--- config.mk ---
export PLATFORM = sky130hd
export DESIGN_NAME = thermo_code_generator
export DESIGN_NICKNAME = d
export VERILOG_FILES = /design/src/rtl/thermo_code_generator_pkg.sv /design/src/rtl/thermo_code_generator_bin_to_thermo.sv /design/src/rtl/thermo_code_generator.sv
export SDC_FILE = /design/constraint.sdc
export NUM_CORES = 1
export LEC_CHECK = 0
export CORE_ASPECT_RATIO = 0.75
export CORE_MARGIN = 2
export CORE_UTILIZATION = 45
export DETAILED_ROUTE_END_ITERATION = 10
export GPL_TIMING_DRIVEN = 0
export PLACE_DENSITY = 0.71
export SLEW_MARGIN = 10
export SYNTH_ARGS = -nofsm -noshare
export SYNTH_HDL_FRONTEND = slang
export SYNTH_SLANG_ARGS = --single-unit
--- constraint.sdc ---
create_clock -name clk -period 3.8 [get_ports clk]
set_input_delay 0.38 -clock clk [delete_from_list [all_inputs] [get_ports clk]]
set_output_delay 0.38 -clock clk [all_outputs]
set_load 0.02 [all_outputs]
--- src/rtl/thermo_code_generator_pkg.sv ---
// Shared definitions for the TDC thermometer stimulus generator: FSM encoding
// and default geometry of the delay line.
package thermo_code_generator_pkg;

  localparam int TDC_TAPS   = 16;
  localparam int TDC_BIN_W  = 4;
  localparam int TDC_HOLD_W = 8;

  typedef enum logic [1:0] {
    ST_IDLE  = 2'd0,
    ST_SWEEP = 2'd1,
    ST_DONE  = 2'd2
  } state_e;

endpackage

--- src/rtl/thermo_code_generator_bin_to_thermo.sv ---
// Combinational binary-to-thermometer mapping: bits k..WIDTH-1 set, with codes
// beyond the last tap saturating to the last tap.
module bin_to_thermo #(
  parameter int WIDTH = 16,
  parameter int BIN_W = 4
) (
  input  logic [BIN_W-1:0] bin,
  output logic [WIDTH-1:0] thermo
);

  localparam logic [BIN_W:0]   WIDTH_C = (BIN_W+1)'(WIDTH);
  localparam logic [BIN_W-1:0] LAST_C  = BIN_W'(WIDTH - 1);

  logic [BIN_W-1:0] k_s;

  // Saturate the code, then shift an all-ones word up by it.
  always_comb begin
    if ({1'b0, bin} >= WIDTH_C) begin
      k_s = LAST_C;
    end else begin
      k_s = bin;
    end
    thermo = {WIDTH{1'b1}} << k_s;
  end

endmodule

--- src/rtl/thermo_code_generator.sv ---
// TDC self-test stimulus: single-shot code conversion over valid/ready, or an
// autonomous 0..WIDTH-1 sweep with a programmable per-code hold time.
module thermo_code_generator
  import thermo_code_generator_pkg::*;
#(
  parameter int WIDTH  = TDC_TAPS,
  parameter int BIN_W  = TDC_BIN_W,
  parameter int HOLD_W = TDC_HOLD_W
) (
  input  logic              clk,
  input  logic              rst_n,
  input  logic              enable,
  input  logic              mode_sweep,
  input  logic              start,
  input  logic [HOLD_W-1:0] hold_cycles,
  input  logic [BIN_W-1:0]  bin_in,
  input  logic              bin_valid,
  output logic              bin_ready,
  output logic [WIDTH-1:0]  thermo,
  output logic [BIN_W-1:0]  code_out,
  output logic              thermo_valid,
  output logic              busy,
  output logic              done
);

  localparam logic [BIN_W-1:0] LAST_CODE = BIN_W'(WIDTH - 1);

  state_e            state_r, state_s;
  logic [HOLD_W-1:0] hold_r, hold_s;
  logic [HOLD_W-1:0] hold_cnt_r, hold_cnt_s;
  logic [BIN_W-1:0]  code_r, code_s;
  logic [WIDTH-1:0]  thermo_r, word_s;
  logic              valid_r, valid_s;
  logic              busy_r, busy_s;
  logic              done_r, done_s;
  logic              ready_s, handshake_s, start_sweep_s, hold_zero_s;

  assign ready_s       = enable & (state_r == ST_IDLE) & ~start;
  assign handshake_s   = bin_valid & ready_s;
  assign start_sweep_s = enable & start & mode_sweep & (state_r == ST_IDLE);
  assign hold_zero_s   = (hold_cnt_r == {HOLD_W{1'b0}});

  bin_to_thermo #(
    .WIDTH (WIDTH),
    .BIN_W (BIN_W)
  ) u_map (
    .bin    (code_s),
    .thermo (word_s)
  );

  // State register.
  always_ff @(posedge clk or negedge rst_n) begin
    if (!rst_n) begin
      state_r <= ST_IDLE;
    end else begin
      state_r <= state_s;
    end
  end

  // Next-state logic; dropping enable always returns to IDLE.
  always_comb begin
    state_s = state_r;
    if (!enable) begin
      state_s = ST_IDLE;
    end else begin
      case (state_r)
        ST_IDLE: begin
          if (start_sweep_s) begin
            state_s = ST_SWEEP;
          end else begin
            state_s = ST_IDLE;
          end
        end
        ST_SWEEP: begin
          if (hold_zero_s && (code_r == LAST_CODE)) begin
            state_s = ST_DONE;
          end else begin
            state_s = ST_SWEEP;
          end
        end
        ST_DONE: state_s = ST_IDLE;
        default: state_s = ST_IDLE;
      endcase
    end
  end

  // Output/datapath next values: code, hold counter and strobes.
  always_comb begin
    code_s     = code_r;
    hold_s     = hold_r;
    hold_cnt_s = hold_cnt_r;
    valid_s    = 1'b0;
    busy_s     = (state_s == ST_SWEEP);
    done_s     = (state_s == ST_DONE);
    if (!enable) begin
      code_s     = {BIN_W{1'b0}};
      hold_cnt_s = {HOLD_W{1'b0}};
    end else begin
      case (state_r)
        ST_IDLE: begin
          if (start_sweep_s) begin
            hold_s     = hold_cycles;
            hold_cnt_s = hold_cycles;
            code_s     = {BIN_W{1'b0}};
            valid_s    = 1'b1;
          end else if (handshake_s) begin
            code_s  = bin_in;
            valid_s = 1'b1;
          end else begin
            valid_s = 1'b0;
          end
        end
        ST_SWEEP: begin
          if (!hold_zero_s) begin
            hold_cnt_s = hold_cnt_r - HOLD_W'(1);
          end else if (code_r != LAST_CODE) begin
            code_s     = code_r + BIN_W'(1);
            hold_cnt_s = hold_r;
            valid_s    = 1'b1;
          end else begin
            valid_s = 1'b0;
          end
        end
        ST_DONE: valid_s = 1'b0;
        default: valid_s = 1'b0;
      endcase
    end
  end

  // Output and counter registers; thermo only changes alongside a strobe.
  always_ff @(posedge clk or negedge rst_n) begin
    if (!rst_n) begin
      hold_r     <= {HOLD_W{1'b0}};
      hold_cnt_r <= {HOLD_W{1'b0}};
      code_r     <= {BIN_W{1'b0}};
      thermo_r   <= {WIDTH{1'b0}};
      valid_r    <= 1'b0;
      busy_r     <= 1'b0;
      done_r     <= 1'b0;
    end else begin
      hold_r     <= hold_s;
      hold_cnt_r <= hold_cnt_s;
      code_r     <= code_s;
      valid_r    <= valid_s;
      busy_r     <= busy_s;
      done_r     <= done_s;
      if (!enable) begin
        thermo_r <= {WIDTH{1'b0}};
      end else if (valid_s) begin
        thermo_r <= word_s;
      end else begin
        thermo_r <= thermo_r;
      end
    end
  end

  assign bin_ready    = ready_s;
  assign thermo       = thermo_r;
  assign code_out     = code_r;
  assign thermo_valid = valid_r;
  assign busy         = busy_r;
  assign done         = done_r;

endmodule

* Word-level counts from Yosys, hierarchy flattened
Cells that the tools add are included.
** Cells by class
- Add/subtract/negate cells :: 2
- Equal/unequal tests :: 9
- Shifts and indexed selects :: 1
- Muxes and demuxes :: 23
- Bitwise operators :: 7
- Reduce and logical (&&, ||, !) cells :: 5
** Operators by type and width (number)
- $mux 16 :: 2
- $mux 8 :: 4
- $mux 4 :: 5
- $pmux 8 s2 :: 1
- $shl 16x4->16 const A :: 1
- $logic_not 8->1 :: 1
- $ne 4x4->1 const B :: 2
- $pmux 4 s2 :: 1
- $sub 8x1->8 const B :: 1
- $and 1x1->1 :: 6
- $mux 1 :: 6
- $reduce_and 3->1 :: 2
- $add 4x1->4 const B :: 1
- $eq 2x1->1 const B :: 2
- $eq 4x4->1 const B :: 1
- $mux 2 :: 2
- $pmux 2 s2 :: 1
- $ne 3x1->1 const B :: 1
- $ne 3x3->1 const B :: 1
- $eq 2x2->1 const B :: 1
- $logic_not 2->1 :: 1
- $ne 2x1->1 const B :: 1
- $pmux 1 s2 :: 1
- $logic_and 1x1->1 :: 1
- $not 1->1 :: 1
** Word-level totals
- Flip-flop bits (word level) :: 41
- Input bits :: 18
- Output and inout bits :: 24
- Logic and storage cells :: 55

* Longest topological paths before layout
- Word-level depth :: 11
- Gate-level depth with buffers :: 9
- Depth with buffers taken out :: 8

* Hierarchy
Synthesis repeated with hierarchy kept, for this count alone.
** Second synthesis, totals
- Cells, all modules :: 250
- Area, all modules :: 2474.9 sq um
** By module, submodules not included
- thermo_code_generator :: instances 1, cells an instance 228, area an instance 2326.0 sq um, sequential area each 1026.0 sq um
- bin_to_thermo :: instances 1, cells an instance 22, area an instance 148.9 sq um, sequential area each 0.0 sq um

* Least setup slack after synthesis
No wires, ideal clock.
- Path kind :: reg-to-reg
- Start :: register hold_cnt_r[2]
- End :: register thermo_r[4], in the netlist thermo[4]
- Setup time :: 0.126 ns
- Arrival time :: 2.233 ns
- Data required time :: 3.674 ns
- Slack :: 1.441 ns
- Stages on the path, launching flop included :: 7
- Path buffers :: 0
- Period minus slack after synthesis :: 2.359 ns
- Cell sequence :: dfrtp_1 > or4_4 > nor3_4 > a211oi_1 > o31ai_2 > a21oi_2 > a221o_1
** Between the ends
- Longest elaborated chain between the ends :: 7
- Elaborated cells between the ends (all ways) :: 11
- Classes of those cells :: eq/ne (1); shift (1); mux (8); reduce/logical (1)
** Ends and longest elaborated chain
- from (decl) :: RTL line thermo_code_generator.sv:30 : logic [HOLD_W-1:0] hold_cnt_r, hold_cnt_s;
- from (signal assigned) :: RTL line thermo_code_generator.sv:134 : hold_cnt_r <= {HOLD_W{1'b0}};
- from (signal assigned) :: RTL line thermo_code_generator.sv:142 : hold_cnt_r <= hold_cnt_s;
- $logic_not 8->1 * :: RTL line thermo_code_generator.sv:41 : assign hold_zero_s = (hold_cnt_r == {HOLD_W{1'b0}});
- $mux 4 :: RTL line thermo_code_generator.sv:114 : if (!hold_zero_s) begin
- $pmux 4 s2 :: RTL line thermo_code_generator.sv:99 : case (state_r)
- $mux 4 :: RTL line thermo_code_generator.sv:95 : if (!enable) begin
- $shl 16x4->16 :: RTL line thermo_code_generator_bin_to_thermo.sv:23 : thermo = {WIDTH{1'b1}} << k_s;
- $mux 16 :: RTL line thermo_code_generator.sv:149 : end else if (valid_s) begin
- $mux 16 :: RTL line thermo_code_generator.sv:147 : if (!enable) begin
- to (signal assigned) :: RTL line thermo_code_generator.sv:148 : thermo_r <= {WIDTH{1'b0}};
- to (signal assigned) :: RTL line thermo_code_generator.sv:150 : thermo_r <= word_s;
- to (signal assigned) :: RTL line thermo_code_generator.sv:152 : thermo_r <= thermo_r;
- to (decl) :: RTL line thermo_code_generator.sv:32 : logic [WIDTH-1:0] thermo_r, word_s;
Mark *: on every way between the ends. The rest lies on a longest branch, timed or not. The select of a mux whose other input is x is not followed.
A chain may end at the register's enable or synchronous reset.

* Worst setup path in the final report
Ends and elaborated chain as after synthesis.

==> results.md <==
* CP max-delay cell: o31ai_2
* Async set-reset flop share out of synthesis at 1.000
* Row cnt at 21
* Reg2reg start: hold_cnt_r[2]$_DFFE_PN0P_
* Clock Sinks at just over 40
* Pleak at 1.160 nW
* Final period utilization at 0.7330
* Hold Path Class: in2async
* Post-CTS Setup Repair Bufs at 0
* Num CTS Buffers at 5
* Clk buf depth at 2
* P&R area growth vs syn at 28.00%
* Crit path from: hold_cnt_r[2]$_DFFE_PN0P_
* Status: complete, no violations
* VDD IR max at about 0.25 mV
* Share of cells above drive strength 1 at 0.09886
* Synth Area in Simple Gates at 0.2051
* Top post-synthesis cells by area: dfrtp_1 49%, mux2_2 4.8%, nand2_1 4.5%, a22o_1 3.7%, o21ai_0 3.6%
* Mux cell area share after synthesis at 0.04816
* Setup TNS at 0 ns
* Syn Nets at 233
* Final worst slack at 1.014 ns
* Slew Viols, Final at 0
* Die width at 82.97 um
* Most frequent cells in the layout: 41 x dfrtp_1, 40 x clkdlybuf4s50_1, 25 x nand2_1, 15 x nor2_1, 15 x o21ai_0
* Core area at 0.004493 mm2
* IO Pins at 42
* GRT met1 Usage at 0.3238
* Top FF cell, synth: dfrtp_1
* Post-synth top area share at 0.4875
* Gr ovfl total at 0
* Clock transition at path regs at 0.08 ns
* Syn Inst Count at 212
* Yosys reg bits at 41
* Crit Reg-Reg Endpoint: thermo[4]$_DFFE_PN0P_
* Total track usage at 0.2085
* Dpl hpwl at 3.753 mm
* Synth cell types at 45
* Mean cell area of the mapped netlist at 9.927 um2
* Worst Path Max Fanout at 9
* Compound-Gate Fraction of Synth Area at 0.2117
* Number of synthesized flops with an enable pin at 0
* Post-synthesis xor/xnor area fraction at 0.008323
* Final routed DRC violation total at 0
* Worst Reg-to-Reg Cells at 6
* First-pass GRT wire length at 8.804 mm
* Design Area, Final at 0.002694 mm2
* Fmax at 0.3590 GHz
* Synth warn at 0
* Largest net degree at the start of global routing at 33
* Remaining antenna violation count after routing at 0
* Adder-cell share of the synthesized area at 0.01784
* Final Hold Viols at 0
* Crit path cell chain: or4_4 -> nor3_4 -> a211oi_1 -> o31ai_2 -> a21oi_2 -> a221o_1
* Layout Nets at 283
* Cell Count Post-Placement at 311
* Drt total wl at 5.083 mm
* CP max stage delay at 0.71 ns
* Final min period at 2.786 ns
* CTS tree: built
* DIE AREA at 0.005245 mm2
* Area leader, netlist: dfrtp_1
* Crit path arrival time at 2.97 ns
* Critical Path End Type: flip-flop
* # resized after CTS at 0
* Slew headroom at 0.4740
* # hold bufs at CTS at 1
* Placed Instance Area at 0.002601 mm2
* Worst skew pair latency at about 0.30 ns
* Largest family of logic cells by synthesized area: compound AO/OA/AOI/OAI gates
* Diodes inserted at 0
* Fin cells at 320
* DR pass1 iterations at 4
* Global-route track usage on met2 at 0.2954
* Sequential area share after synthesis at 0.4875
* Wire per inst at about 16 um
* Crit path launch type: flip-flop
* Commonest non-fill, non-tap cell in the layout: dfrtp_1
* Vias after detailed routing at 1833
* Initial Util at 0.4684
* Post-Syn Area at 0.002105 mm2
* CTS H-tree depth at 2
* Critical path type: reg2reg
* Global-route layer with the greatest usage: met1
* Buffers on Ports at 41
* Tot Pwr at roughly 1.2 mW
* Setup Viol. Count Final at 0
* Pre-CTS setup slack at about 1.1 ns
* Met3 Track Usage GR at 0.04456
* Via/cell ratio at 5.728
* Worst path bufs/invs at 0
* RSZ-0062 raised after global routing: no
* Critical Path RT at approximately 4.0 ns
* DRT iter0 DRCs at 146
* Die H at between 60 and 70 um
* Initial antenna violation count at 0
* PwrDens at between 400 and 500 mW/mm2
* Family with the most delay on the worst path: compound AO/OA/AOI/OAI gates
* Vias in the first global route at 1775
* Max cap viols at 0
* RePlAce Congestion at a little over 0.9
* Slew @ Worst Pin at just under 0.8 ns
* Flop2flop setup slack at 1.01 ns
* CTS Root Cell: clkbuf_8
* Setup Skew at 0.009143 ns
-- synthesized netlist by cell type, types with 3 or more instances --
| cell type | count |
|---|---|
| a21oi_1 | 14 |
| a22o_1 | 9 |
| a31oi_1 | 4 |
| and2_1 | 4 |
| clkbuf_1 | 6 |
| dfrtp_1 | 41 |
| ha_1 | 3 |
| inv_1 | 6 |
| mux2_2 | 9 |
| nand2_1 | 25 |
| nand2b_1 | 3 |
| nand3_1 | 7 |
| nand4_1 | 3 |
| nor2_1 | 15 |
| nor2b_1 | 3 |
| nor3_1 | 5 |
| o211ai_1 | 4 |
| o21ai_0 | 15 |
| o31ai_1 | 3 |
| or3_1 | 3 |
-- kinds of logic (layout without fill, tap and decap cells) --
kind of cell,after synthesis,count (layout)
AND/OR/NAND/NOR,82,82
XOR/XNOR,2,2
AO/OA/AOI/OAI,63,63
buffers and inverters,12,63
flip-flops,41,41
adder cells (fa/ha/maj),3,3
multiplexers,9,9
-- worst max path at each step --
| stage | to | cells after the start |
|---|---|---|
| 3_3_place_gp | thermo[4]$_DFFE_PN0P_ | 7 |
| 3_5_place_dp | thermo[4]$_DFFE_PN0P_ | 7 |
| 6_report | thermo[4]$_DFFE_PN0P_ | 6 |
| 4_1_cts | thermo[4]$_DFFE_PN0P_ | 6 |
| 2_1_floorplan | thermo[4]$_DFFE_PN0P_ | 6 |
| 5_1_grt | thermo[4]$_DFFE_PN0P_ | 6 |
-- flip-flops by register name (all words and copies together), names as in the netlist --
register,cells
done,1
hold_cnt_r,8
thermo,16
busy,1
thermo_valid,1
code_out,4
state_r,2
hold_r,8
-- metal layers --
layer,share of wire,wire (um)
met5,0,0
met4,0.0014,7
met3,0.057,291
met2,0.41,2099
met1,0.53,2684
-- report_power, final --
part           leakage (nW)  internal [mW]  switching, mW
clock                0.0450          0.127          0.151
combinational         0.580          0.189          0.224
sequential            0.535          0.498         0.0464
total                  1.16          0.814          0.421
-- cell type report --
| type | count | area [um2] |
|---|---|---|
| well taps | 57 | 71.32 |
| clock inverters | 2 | 10.01 |
| multi-input cells | 159 | 1033 |
| inverters | 6 | 22.52 |
| clock buffers | 6 | 72.57 |
| fillers | 413 | 1799 |
| flip-flops and latches | 41 | 1026 |
| plain buffers | 6 | 22.52 |
| repair buffers | 43 | 435.4 |
-- per-stage QoR --
| stage | hold slack, ns | util |
|---|---|---|
| floorplan | 0.08441 | - |
| global placement | 0.4621 | 0.5756 |
| detailed placement | 0.2587 | 0.5789 |
| CTS | 0.4732 | 0.5996 |
| global route | 0.4919 | 0.5996 |
| finish | 0.4742 | 0.5996 |
Power figures use the tool's default switching activity.
